`src/rtl/ps2_pkg.sv`:
```
// ps2_pkg: shared types and default timing constants for the PS/2 host
// transmitter.
//   ps2_state_e          transmitter FSM state encoding
//   PS2_*_CYCLES_DEF     default timing values (65 MHz system clock)
//   odd_parity()         PS/2 parity bit for a data byte
package ps2_pkg;

  typedef enum logic [2:0] {
    IDLE      = 3'd0,
    INHIBIT   = 3'd1,
    REQ       = 3'd2,
    SHIFT     = 3'd3,
    ACK       = 3'd4,
    WAIT_IDLE = 3'd5
  } ps2_state_e;

  localparam int unsigned PS2_INHIBIT_CYCLES_DEF = 7150;   // 110 us
  localparam int unsigned PS2_SETUP_CYCLES_DEF   = 65;     // 1 us
  localparam int unsigned PS2_FILTER_CYCLES_DEF  = 8;
  localparam int unsigned PS2_TIMEOUT_CYCLES_DEF = 130000; // 2 ms

  // Parity bit that makes the total count of ones in data+parity odd.
  function automatic logic odd_parity(input logic [7:0] data);
    return ~^data;
  endfunction

endpackage

```
`src/rtl/ps2_line_filter.sv`:
```
// ps2_line_filter: 2-FF synchronizer followed by a stability filter for one
// raw PS/2 line.
//   clk, rst_n   system clock, synchronous active-low reset
//   line_in      raw asynchronous line level
//   level        filtered level; follows line_in only after FILTER_CYCLES
//                consecutive synchronized samples at the new value
module ps2_line_filter
  import ps2_pkg::*;
#(
  parameter int unsigned FILTER_CYCLES = PS2_FILTER_CYCLES_DEF
) (
  input  logic clk,
  input  logic rst_n,
  input  logic line_in,
  output logic level
);

  localparam int unsigned CNT_W = $clog2(FILTER_CYCLES + 1);

  logic             sync_q1;
  logic             sync_q2;
  logic [CNT_W-1:0] cnt;

  // An idle PS/2 line is high, so everything resets to 1.
  always_ff @(posedge clk) begin
    if (!rst_n) begin
      sync_q1 <= 1'b1;
      sync_q2 <= 1'b1;
      level   <= 1'b1;
      cnt     <= '0;
    end else begin
      sync_q1 <= line_in;
      sync_q2 <= sync_q1;
      if (sync_q2 == level) begin
        cnt <= '0;
      end else if (cnt == CNT_W'(FILTER_CYCLES - 1)) begin
        level <= sync_q2;
        cnt   <= '0;
      end else begin
        cnt <= cnt + CNT_W'(1);
      end
    end
  end

endmodule

```
`src/rtl/ps2_transmitter.sv`:
```
// ps2_transmitter: PS/2 host-to-device command transmitter.
//   clk, rst_n          system clock, synchronous active-low reset
//   tx_data, tx_valid   command byte and request (accepted when tx_ready)
//   tx_ready            high only while idle
//   kclk_in, kdata_in   raw PS/2 clock/data line levels
//   kclk_oe, kdata_oe   1 = pull the line low, 0 = release
//   done                one-cycle pulse after device ACK and bus idle
//   err                 one-cycle pulse on missing ACK (or watchdog timeout)
// Optional: define PS2_TX_TIMEOUT_EN to add a frame watchdog.
//
// state     | meaning
// IDLE      | lines released, waiting for a byte
// INHIBIT   | hold clock low for INHIBIT_CYCLES
// REQ       | clock and data low (start bit) for SETUP_CYCLES
// SHIFT     | clock released; next bit driven on each device clock fall
// ACK       | data released; device ACK sampled on next clock fall
// WAIT_IDLE | wait for both lines high, then done
module ps2_transmitter
  import ps2_pkg::*;
#(
  parameter int unsigned INHIBIT_CYCLES = PS2_INHIBIT_CYCLES_DEF,
  parameter int unsigned SETUP_CYCLES   = PS2_SETUP_CYCLES_DEF,
  parameter int unsigned FILTER_CYCLES  = PS2_FILTER_CYCLES_DEF,
  parameter int unsigned TIMEOUT_CYCLES = PS2_TIMEOUT_CYCLES_DEF
) (
  input  logic       clk,
  input  logic       rst_n,
  input  logic [7:0] tx_data,
  input  logic       tx_valid,
  output logic       tx_ready,
  input  logic       kclk_in,
  input  logic       kdata_in,
  output logic       kclk_oe,
  output logic       kdata_oe,
  output logic       done,
  output logic       err
);

  localparam int unsigned TMR_MAX = (INHIBIT_CYCLES > SETUP_CYCLES) ? INHIBIT_CYCLES : SETUP_CYCLES;
  localparam int unsigned TMR_W   = $clog2(TMR_MAX + 1);

  if (INHIBIT_CYCLES == 0 || SETUP_CYCLES == 0 || FILTER_CYCLES == 0 || TIMEOUT_CYCLES == 0) begin : g_bad_cfg
    $error("ps2_transmitter: timing parameters must be nonzero");
  end

  ps2_state_e       state;
  ps2_state_e       state_nxt;
  logic             kclk_f;
  logic             kdata_f;
  logic             kclk_prev;
  logic             kclk_fall;
  logic             bus_idle;
  logic             tmr_zero;
  logic             wd_expired;
  logic [TMR_W-1:0] tmr;
  logic [9:0]       shreg;     // {stop, parity, data[7:0]}, shifted out LSB first
  logic             cur_bit;   // bit currently presented on the data line
  logic [3:0]       bit_cnt;

  ps2_line_filter #(.FILTER_CYCLES(FILTER_CYCLES)) u_clk_filter (
    .clk     (clk),
    .rst_n   (rst_n),
    .line_in (kclk_in),
    .level   (kclk_f)
  );

  ps2_line_filter #(.FILTER_CYCLES(FILTER_CYCLES)) u_data_filter (
    .clk     (clk),
    .rst_n   (rst_n),
    .line_in (kdata_in),
    .level   (kdata_f)
  );

  assign kclk_fall = kclk_prev & ~kclk_f;
  assign bus_idle  = kclk_f & kdata_f;
  assign tmr_zero  = (tmr == '0);

`ifdef PS2_TX_TIMEOUT_EN
  localparam int unsigned WD_W = $clog2(TIMEOUT_CYCLES + 1);

  logic [WD_W-1:0] wd_cnt;
  logic            wd_active;

  assign wd_active  = (state == REQ) || (state == SHIFT) || (state == ACK) || (state == WAIT_IDLE);
  // wd_cnt is 0 in the first REQ cycle, so expiry lands on cycle TIMEOUT_CYCLES.
  assign wd_expired = wd_active && (wd_cnt == WD_W'(TIMEOUT_CYCLES - 1));

  always_ff @(posedge clk) begin
    if (!rst_n) begin
      wd_cnt <= '0;
    end else if (state == INHIBIT && tmr_zero) begin
      wd_cnt <= '0;
    end else if (wd_active && !wd_expired) begin
      wd_cnt <= wd_cnt + WD_W'(1);
    end
  end
`else
  assign wd_expired = 1'b0;
`endif

  always_ff @(posedge clk) begin
    if (!rst_n) begin
      state <= IDLE;
    end else begin
      state <= state_nxt;
    end
  end

  always_comb begin
    state_nxt = state;
    unique case (state)
      IDLE:      if (tx_valid) state_nxt = INHIBIT;
      INHIBIT:   if (tmr_zero) state_nxt = REQ;
      REQ: begin
        if (wd_expired)    state_nxt = IDLE;
        else if (tmr_zero) state_nxt = SHIFT;
      end
      SHIFT: begin
        if (wd_expired)                          state_nxt = IDLE;
        else if (kclk_fall && bit_cnt == 4'd9)   state_nxt = ACK;
      end
      ACK: begin
        if (wd_expired)     state_nxt = IDLE;
        else if (kclk_fall) state_nxt = kdata_f ? IDLE : WAIT_IDLE;
      end
      WAIT_IDLE: begin
        if (bus_idle || wd_expired) state_nxt = IDLE;
      end
      default:   state_nxt = IDLE;
    endcase
  end

  always_ff @(posedge clk) begin
    if (!rst_n) begin
      tmr       <= '0;
      shreg     <= '0;
      cur_bit   <= 1'b0;
      bit_cnt   <= '0;
      kclk_prev <= 1'b1;
    end else begin
      kclk_prev <= kclk_f;
      unique case (state)
        IDLE: begin
          if (tx_valid) begin
            shreg   <= {1'b1, odd_parity(tx_data), tx_data};
            cur_bit <= 1'b0;
            bit_cnt <= '0;
            tmr     <= TMR_W'(INHIBIT_CYCLES - 1);
          end
        end
        INHIBIT: begin
          if (tmr_zero) tmr <= TMR_W'(SETUP_CYCLES - 1);
          else          tmr <= tmr - TMR_W'(1);
        end
        REQ: begin
          if (!tmr_zero) tmr <= tmr - TMR_W'(1);
        end
        SHIFT: begin
          if (kclk_fall) begin
            cur_bit <= shreg[0];
            shreg   <= {1'b0, shreg[9:1]};
            bit_cnt <= bit_cnt + 4'd1;
          end
        end
        default: ;
      endcase
    end
  end

  always_comb begin
    tx_ready = 1'b0;
    kclk_oe  = 1'b0;
    kdata_oe = 1'b0;
    done     = 1'b0;
    err      = 1'b0;
    unique case (state)
      IDLE:      tx_ready = rst_n;
      INHIBIT:   kclk_oe  = 1'b1;
      REQ: begin
        kclk_oe  = 1'b1;
        kdata_oe = 1'b1;
        err      = wd_expired & rst_n;
      end
      SHIFT: begin
        kdata_oe = ~cur_bit;
        err      = wd_expired & rst_n;
      end
      ACK:       err  = ((kclk_fall & kdata_f) | wd_expired) & rst_n;
      // done takes priority so the two pulses can never coincide.
      WAIT_IDLE: begin
        done = bus_idle & rst_n;
        err  = wd_expired & ~bus_idle & rst_n;
      end
      default: ;
    endcase
  end

endmodule

```
`config.mk`:
```
export PLATFORM = sky130hd
export DESIGN_NAME = ps2_transmitter
export DESIGN_NICKNAME = d
export VERILOG_FILES = /design/src/rtl/ps2_pkg.sv /design/src/rtl/ps2_line_filter.sv /design/src/rtl/ps2_transmitter.sv
export SDC_FILE = /design/constraint.sdc
export NUM_CORES = 1
export LEC_CHECK = 0
export BUFFER_PORTS_ARGS = -buffer_cell sky130_fd_sc_hd__buf_2
export CAP_MARGIN = 20
export CORE_UTILIZATION = 45
export DETAILED_ROUTE_END_ITERATION = 6
export GPL_TIMING_DRIVEN = 0
export PLACE_DENSITY_LB_ADDON = 0.05
export SLEW_MARGIN = 20
export SYNTH_ARGS = -nofsm -noshare
export SYNTH_HDL_FRONTEND = slang
export SYNTH_SLANG_ARGS = --single-unit
```
`constraint.sdc`:
```
create_clock -name clk -period 2.7 [get_ports clk]
set_input_delay 0.81 -clock clk [delete_from_list [all_inputs] [get_ports clk]]
set_output_delay 0.81 -clock clk [all_outputs]
set_load 0.05 [all_outputs]
```
==> results of run 1 <==
## per-stage QoR
stage	cell area, um2	instances	power, uW	setup WS, ns	TNS [ns]
2_1_floorplan	2380	284	1930	-0.00191	-0.00191
3_3_place_gp	2550	371	2200	0.127	0
3_5_place_dp	2550	371	2210	0.143	0
4_1_cts	2640	379	2640	0.0492	0
5_1_grt	2650	379	2850	0.0107	0
6_report	2650	379	2650	0.105	0
## final cells by class
type,count,area [um2],share of cell area
Multi-Input combinational cell,210,1330,0.503
Sequential cell,46,921,0.347
Buffer,19,101,0.0382
Timing Repair Buffer,17,90.1,0.0339
Tap cell,70,87.6,0.0330
Clock buffer,6,72.6,0.0273
Inverter,9,33.8,0.0127
Clock inverter,2,13.8,0.00519
## repair_timing
action                     4_1_cts  5_1_grt
pin swaps                        0        0
resized for setup                2        5
setup endpoints to repair        1        2
## state kept, by name, indices dropped and copies added, names as in the netlist
| signal | flops |
|---|---|
| kclk_prev | 1 |
| u_clk_filter.cnt | 4 |
| u_data_filter.cnt | 4 |
| bit_cnt | 4 |
| state | 3 |
| u_data_filter.sync_q2 | 1 |
| u_clk_filter.sync_q1 | 1 |
| u_data_filter.level | 1 |
| shreg | 10 |
| u_clk_filter.sync_q2 | 1 |
| u_data_filter.sync_q1 | 1 |
| tmr | 13 |
| cur_bit | 1 |
| u_clk_filter.level | 1 |
## routing by layer
| metal | part of all wire | global-route usage | up-vias |
|---|---|---|---|
| li1 | - | - | 1067 |
| met1 | 0.49 | 0.279 | 951 |
| met2 | 0.46 | 0.338 | 41 |
| met3 | 0.035 | 0.0379 | 11 |
| met4 | 0.017 | 0.0755 | 0 |
| met5 | 0 | 0 | - |
## synthesized netlist by cell type, types with 8 or more instances
| cell | count | area [um2] |
|---|---|---|
| a21oi_1 | 13 | 65.1 |
| a311oi_1 | 9 | 78.8 |
| inv_1 | 9 | 33.8 |
| nor2_1 | 30 | 113 |
| nand2_1 | 32 | 120 |
| buf_2 | 8 | 40.0 |
| nor3_1 | 9 | 45.0 |
| clkbuf_1 | 9 | 33.8 |
| o21ai_0 | 14 | 70.1 |
| nand3_1 | 11 | 55.1 |
| dfxtp_1 | 46 | 921 |
## logic make-up (layout without fill, tap and decap cells)
family / Yosys count / in the layout / synth area share
adders and majority gates: 6 / 6 / 0.0318
buffers and inverters: 28 / 53 / 0.0535
DFF: 46 / 46 / 0.390
xor gates and xnor gates: 13 / 13 / 0.0482
muxes: 3 / 3 / 0.0132
and+or+nand+nor: 121 / 121 / 0.267
AOI/OAI and AO/OA: 67 / 67 / 0.196
## path summary, 6_finish.rpt
kind                                           start              endpoint  slack (ns)  depth (start not counted)
worst max register to register                tmr[6]                tmr[5]        0.59                          6
worst max-delay path                        state[0]              kdata_oe        0.10                          5
worst min-delay path            u_clk_filter.sync_q1  u_clk_filter.sync_q2        0.41                          1
worst min register to register  u_clk_filter.sync_q1  u_clk_filter.sync_q2        0.41                          1
## power breakdown
part	internal, uW	total (uW)	switching, uW
registers	830	973	143
logic	472	1250	780
clock network	183	422	239
total	1490	2650	1160
==> flow_summary.ini, run 1 <==
[outcome]
status = complete, no violations

[timing]
rsz0062_at_grt = false
maxSlewHeadroom = 0.604
slew_viol_final = 0
final-hold-violation-count = 0
holdWs_ns = 0.413
max_clock_freq_mhz = 385
worstMarginPinSlew_ns = 0.594
fin_crit_ns = 2.60
fin_crit_sh = 0.961
setup_viol = 0
clock_skew_ns = 0.00664

[detailed_routing]
via_per_inst = 5.46
routedWlPerCell_um = 13.9
drc = 0
ant_nets = 0
drt-initial-drc-count = 123
first_pass_iters = 5
wl_mm = 5.27
vias = 2070

[grt]
grt_pass1_wl_mm = 8.90
grt_pass1_vias = 1894
overflow = 0
grt_max_degree = 15
grt_util_all_layers = 0.209
antenna_found_initial = 0

[critical_path]
crit_required_ns = 1.89
cp_top_family = buffers and inverters
worstPathArrival_ns = 1.79
slowest_delay_ns = 0.44
cp_cell_sequence = clkbuf_4 -> nand3b_1 -> buf_2 -> o21ai_1 -> buf_4
cp_max_fo = 10
worst-setup-path-type = reg -> out
cp_slowest_cell = dfxtp_1
endpoint_kind = output port
worst-path-buf-inv = 3
critPathLaunchType = register

[synth]
synthCells = 284
synth.cell_area_mm2 = 0.00236
yosysWarningCount = 0
async_flop_share = 0
synth_flop_cell = dfxtp_1
synth_edf_count = 0
synth_cell_types = 52
ys_ff_latch = 46
ys_seq_area_frac = 0.390
avgSynthCellArea_um2 = 8.32
synthesis.nets = 303

[power]
p_leak_uw = 0.00104
power_density_mw_per_mm2 = 998
ir_drop_v = 0.000362

[placed_design]
place.gp.congestion = 0.771
port_buffers = 17
hpwl_mm = 3.75

[clock_tree]
cts_buffers = 5
root_buffer = clkbuf_8
clk-insertion-delay-late_ns = 0.30
path_clk_slew_ns = 0.09
cts_buffer_depth = 2
ctsHtreeMaxLevel = 2
holdBufCountCts = 0
post-cts-setup-buffers = 0
cts_tree = done
clock_sinks = 46

[run]
max_cap_viol_count = 0

[final_layout]
fill_cells = 521
syn2layout_area_growth_pct = 12.3
mostFrequentLayoutCell = dfxtp_1
drive_above_1_share = 0.146
diodes = 0
layout_common_cells = dfxtp_1 (46), nand2_1 (32), nor2_1 (30)
post-route-util = 0.523
fin_nets = 327

[die]
dieWidth_um = 74.5
row_count = 26
die_y_um = 74.5
core-area_mm2 = 0.00507
pin_count = 18
die_area_mm2 = 0.00555
start_util = 0.466

[worst_hold_path]
hp-class = reg -> reg
Power figures use the tool's default switching activity.
==> run 2: changes to the inputs <==
ABC_AREA = 1   (was default)
CORE_MARGIN = 10   (was default)
==> run 2 against run 1 <==
Core utilization fell by 0.60 points. Critical path depth did not move. Cell area rose by 6.6%. Die area rose by 63%. Total power rose by 4.4%. Clock power barely moved. Sequential cell count did not move. Via count rose by 9.4%. Largest cell class unchanged.
==> flow_summary.ini, run 2 <==
[synth]
synth.most_common_cell = nand2_1
synthDominantCellAreaShare = 0.364
synthesis.nets = 401
synth_area_leaders = dfxtp_1 (36%), nand2_1 (13%), nor2_1 (8.9%)
yosysWarningCount = 0
ys_seq_area_frac = 0.364
yosysTopAreaCell = dfxtp_1
synth_cell_types = 36
async_flop_share = 0
ys_ff_latch = 46
synth_flop_cell = dfxtp_1
synthTopCellsByCount = nand2_1 (90), nor2_1 (60), inv_1 (50)
avgSynthCellArea_um2 = 6.62
synth.cell_area_mm2 = 0.00253
synthCells = 382
synth_edf_count = 0

[critical_path]
critPathLaunchType = primary input
worst-setup-path-type = in -> out
crit_required_ns = 1.89
cp_common_cell = buf_2
cp_slowest_cell = nor4_4
cp_cell_sequence = buf_2 -> inv_1 -> buf_2 -> nor4_4 -> buf_6
endpoint_kind = output port
worstPathArrival_ns = 1.79
cp_max_fo = 10
slowest_delay_ns = 0.30

[timing]
fin_crit_ns = 2.60
clock_skew_ns = 0.00840
rsz0062_at_grt = false
setup_viol = 0
max_clock_freq_mhz = 384
finalSetupTns_ns = 0
layout_setup_ws_ns = 0.0990
final-hold-violation-count = 0
fin_crit_sh = 0.963
slew_viol_final = 0
maxSlewHeadroom = 0.582
worstMarginPinSlew_ns = 0.626

[final_layout]
mostFrequentLayoutCell = nand2_1
layout_common_cells = nand2_1 (90), nor2_1 (59), inv_1 (50)
reg_top3 = tmr x13, shreg x10
fin_nets = 424
largest_reg_flops = 13
syn2layout_area_growth_pct = 11.8
diodes = 0
drive_above_1_share = 0.140
max_flop_register = tmr

[power]
power_frac_comb = 0.474
ir_drop_v = 0.000413
p_leak_uw = 0.00135
power_switching_uw = 1270
p_total_uw = 2760
intPower_uw = 1500
power_density_mw_per_mm2 = 977
switching_share = 0.459
clkPwrFrac = 0.153
p_seq_frac = 0.372

[grt]
grt_util_all_layers = 0.127
grt_pass1_wl_mm = 9.45
overflow = 0
antenna_found_initial = 0
grt_pass1_vias = 2117
grt_max_degree = 16

[clock_tree]
clock_sinks = 46
holdBufCountCts = 0
clk-insertion-delay-late_ns = 0.30
cts_tree = done
cts_buffers = 5
path_clk_slew_ns = 0.09
ctsHtreeMaxLevel = 2
cts_buffer_depth = 2
root_buffer = clkbuf_8
post-cts-setup-buffers = 0

[detailed_routing]
dr.max_layer_used = met4
drt-met1-wl_mm = 2.89
routedWlPerCell_um = 11.2
drc = 0
wl_mm = 5.36
drt-initial-drc-count = 86
wl_met2_mm = 2.30
vias = 2265
route.met3.wl_um = 124
via_per_inst = 4.74
first_pass_iters = 4
ant_nets = 0

[placed_design]
hpwl_mm = 4.11
place_ws_ns = -0.240
place.gp.congestion = 0.770
port_buffers = 16

[die]
die_area_mm2 = 0.00902
core-area_mm2 = 0.00547
start_util = 0.462
dieWidth_um = 95.0
row_count = 27
die_y_um = 95.0
pin_count = 18

[worst_hold_path]
hp-class = reg -> reg

[outcome]
status = complete, no violations

[run]
max_cap_viol_count = 0
==> run 2: timing repair <==
| item | 4_1_cts | 5_1_grt |
|---|---|---|
| cloned | 0 | 0 |
| pin swaps | 0 | 0 |
| endpoints found under the setup margin | 3 | 2 |
| gates resized for setup | 2 | 3 |
==> run 2: worst max-delay path: cells and delay by family <==
kind / cells / cell delay, ns
buf+inv: 4 / 0.68
simple gates: 1 / 0.30
==> run 2: final cells by class <==
type | count | area, um2
fill | 584 | 2640
multi-input combinational | 274 | 1390
sequential | 46 | 921
inverter | 52 | 195
tap | 72 | 90.1
timing repair buffer | 16 | 86.3
clock buffer | 5 | 68.8
buffer | 10 | 62.6
clock inverter | 3 | 18.8
==> run 2: final timing paths <==
| path | start | end | slack, ns | depth (start not counted) |
|---|---|---|---|---|
| setup / recovery | rst_n | err | 0.1 | 5 |
| hold / removal | u_data_filter.sync_q1 | u_data_filter.sync_q2 | 0.42 | 1 |
| setup reg to reg | tmr[0] | tmr[8] | 0.73 | 9 |
| hold reg to reg | u_data_filter.sync_q1 | u_data_filter.sync_q2 | 0.42 | 1 |
==> run 2: stage by stage <==
stage	std cells	util	hold slack [ns]	cell area, um2
finish	478	0.517	0.418	2830
floorplan	382	-	0.393	2560
CTS	478	0.516	0.422	2830
global placement	470	0.500	0.401	2730
detailed placement	470	0.500	0.399	2730
global route	478	0.517	0.435	2830
==> run 2: layer usage <==
layer	vias to the layer above	global-route usage
met5	-	0
met4	0	0.0387
met3	4	0.0278
met2	26	0.201
met1	981	0.170
li1	1254	-
==> run 2: logic make-up after synthesis <==
family	synth area share
XOR/XNOR	0.0242
adder cells (fa/ha/maj)	0.0297
flip-flops	0.364
buffers and inverters	0.101
AND/OR/NAND/NOR	0.349
AO/OA/AOI/OAI	0.132
==> run 2: power groups by stage <==
stage | logic, uW | clock network (uW) | registers, uW
2_1_floorplan | 1060 | 0 | 1000
3_3_place_gp | 1300 | 0 | 1040
3_5_place_dp | 1310 | 0 | 1040
4_1_cts | 1320 | 443 | 1030
5_1_grt | 1520 | 461 | 1060
6_report | 1310 | 423 | 1030
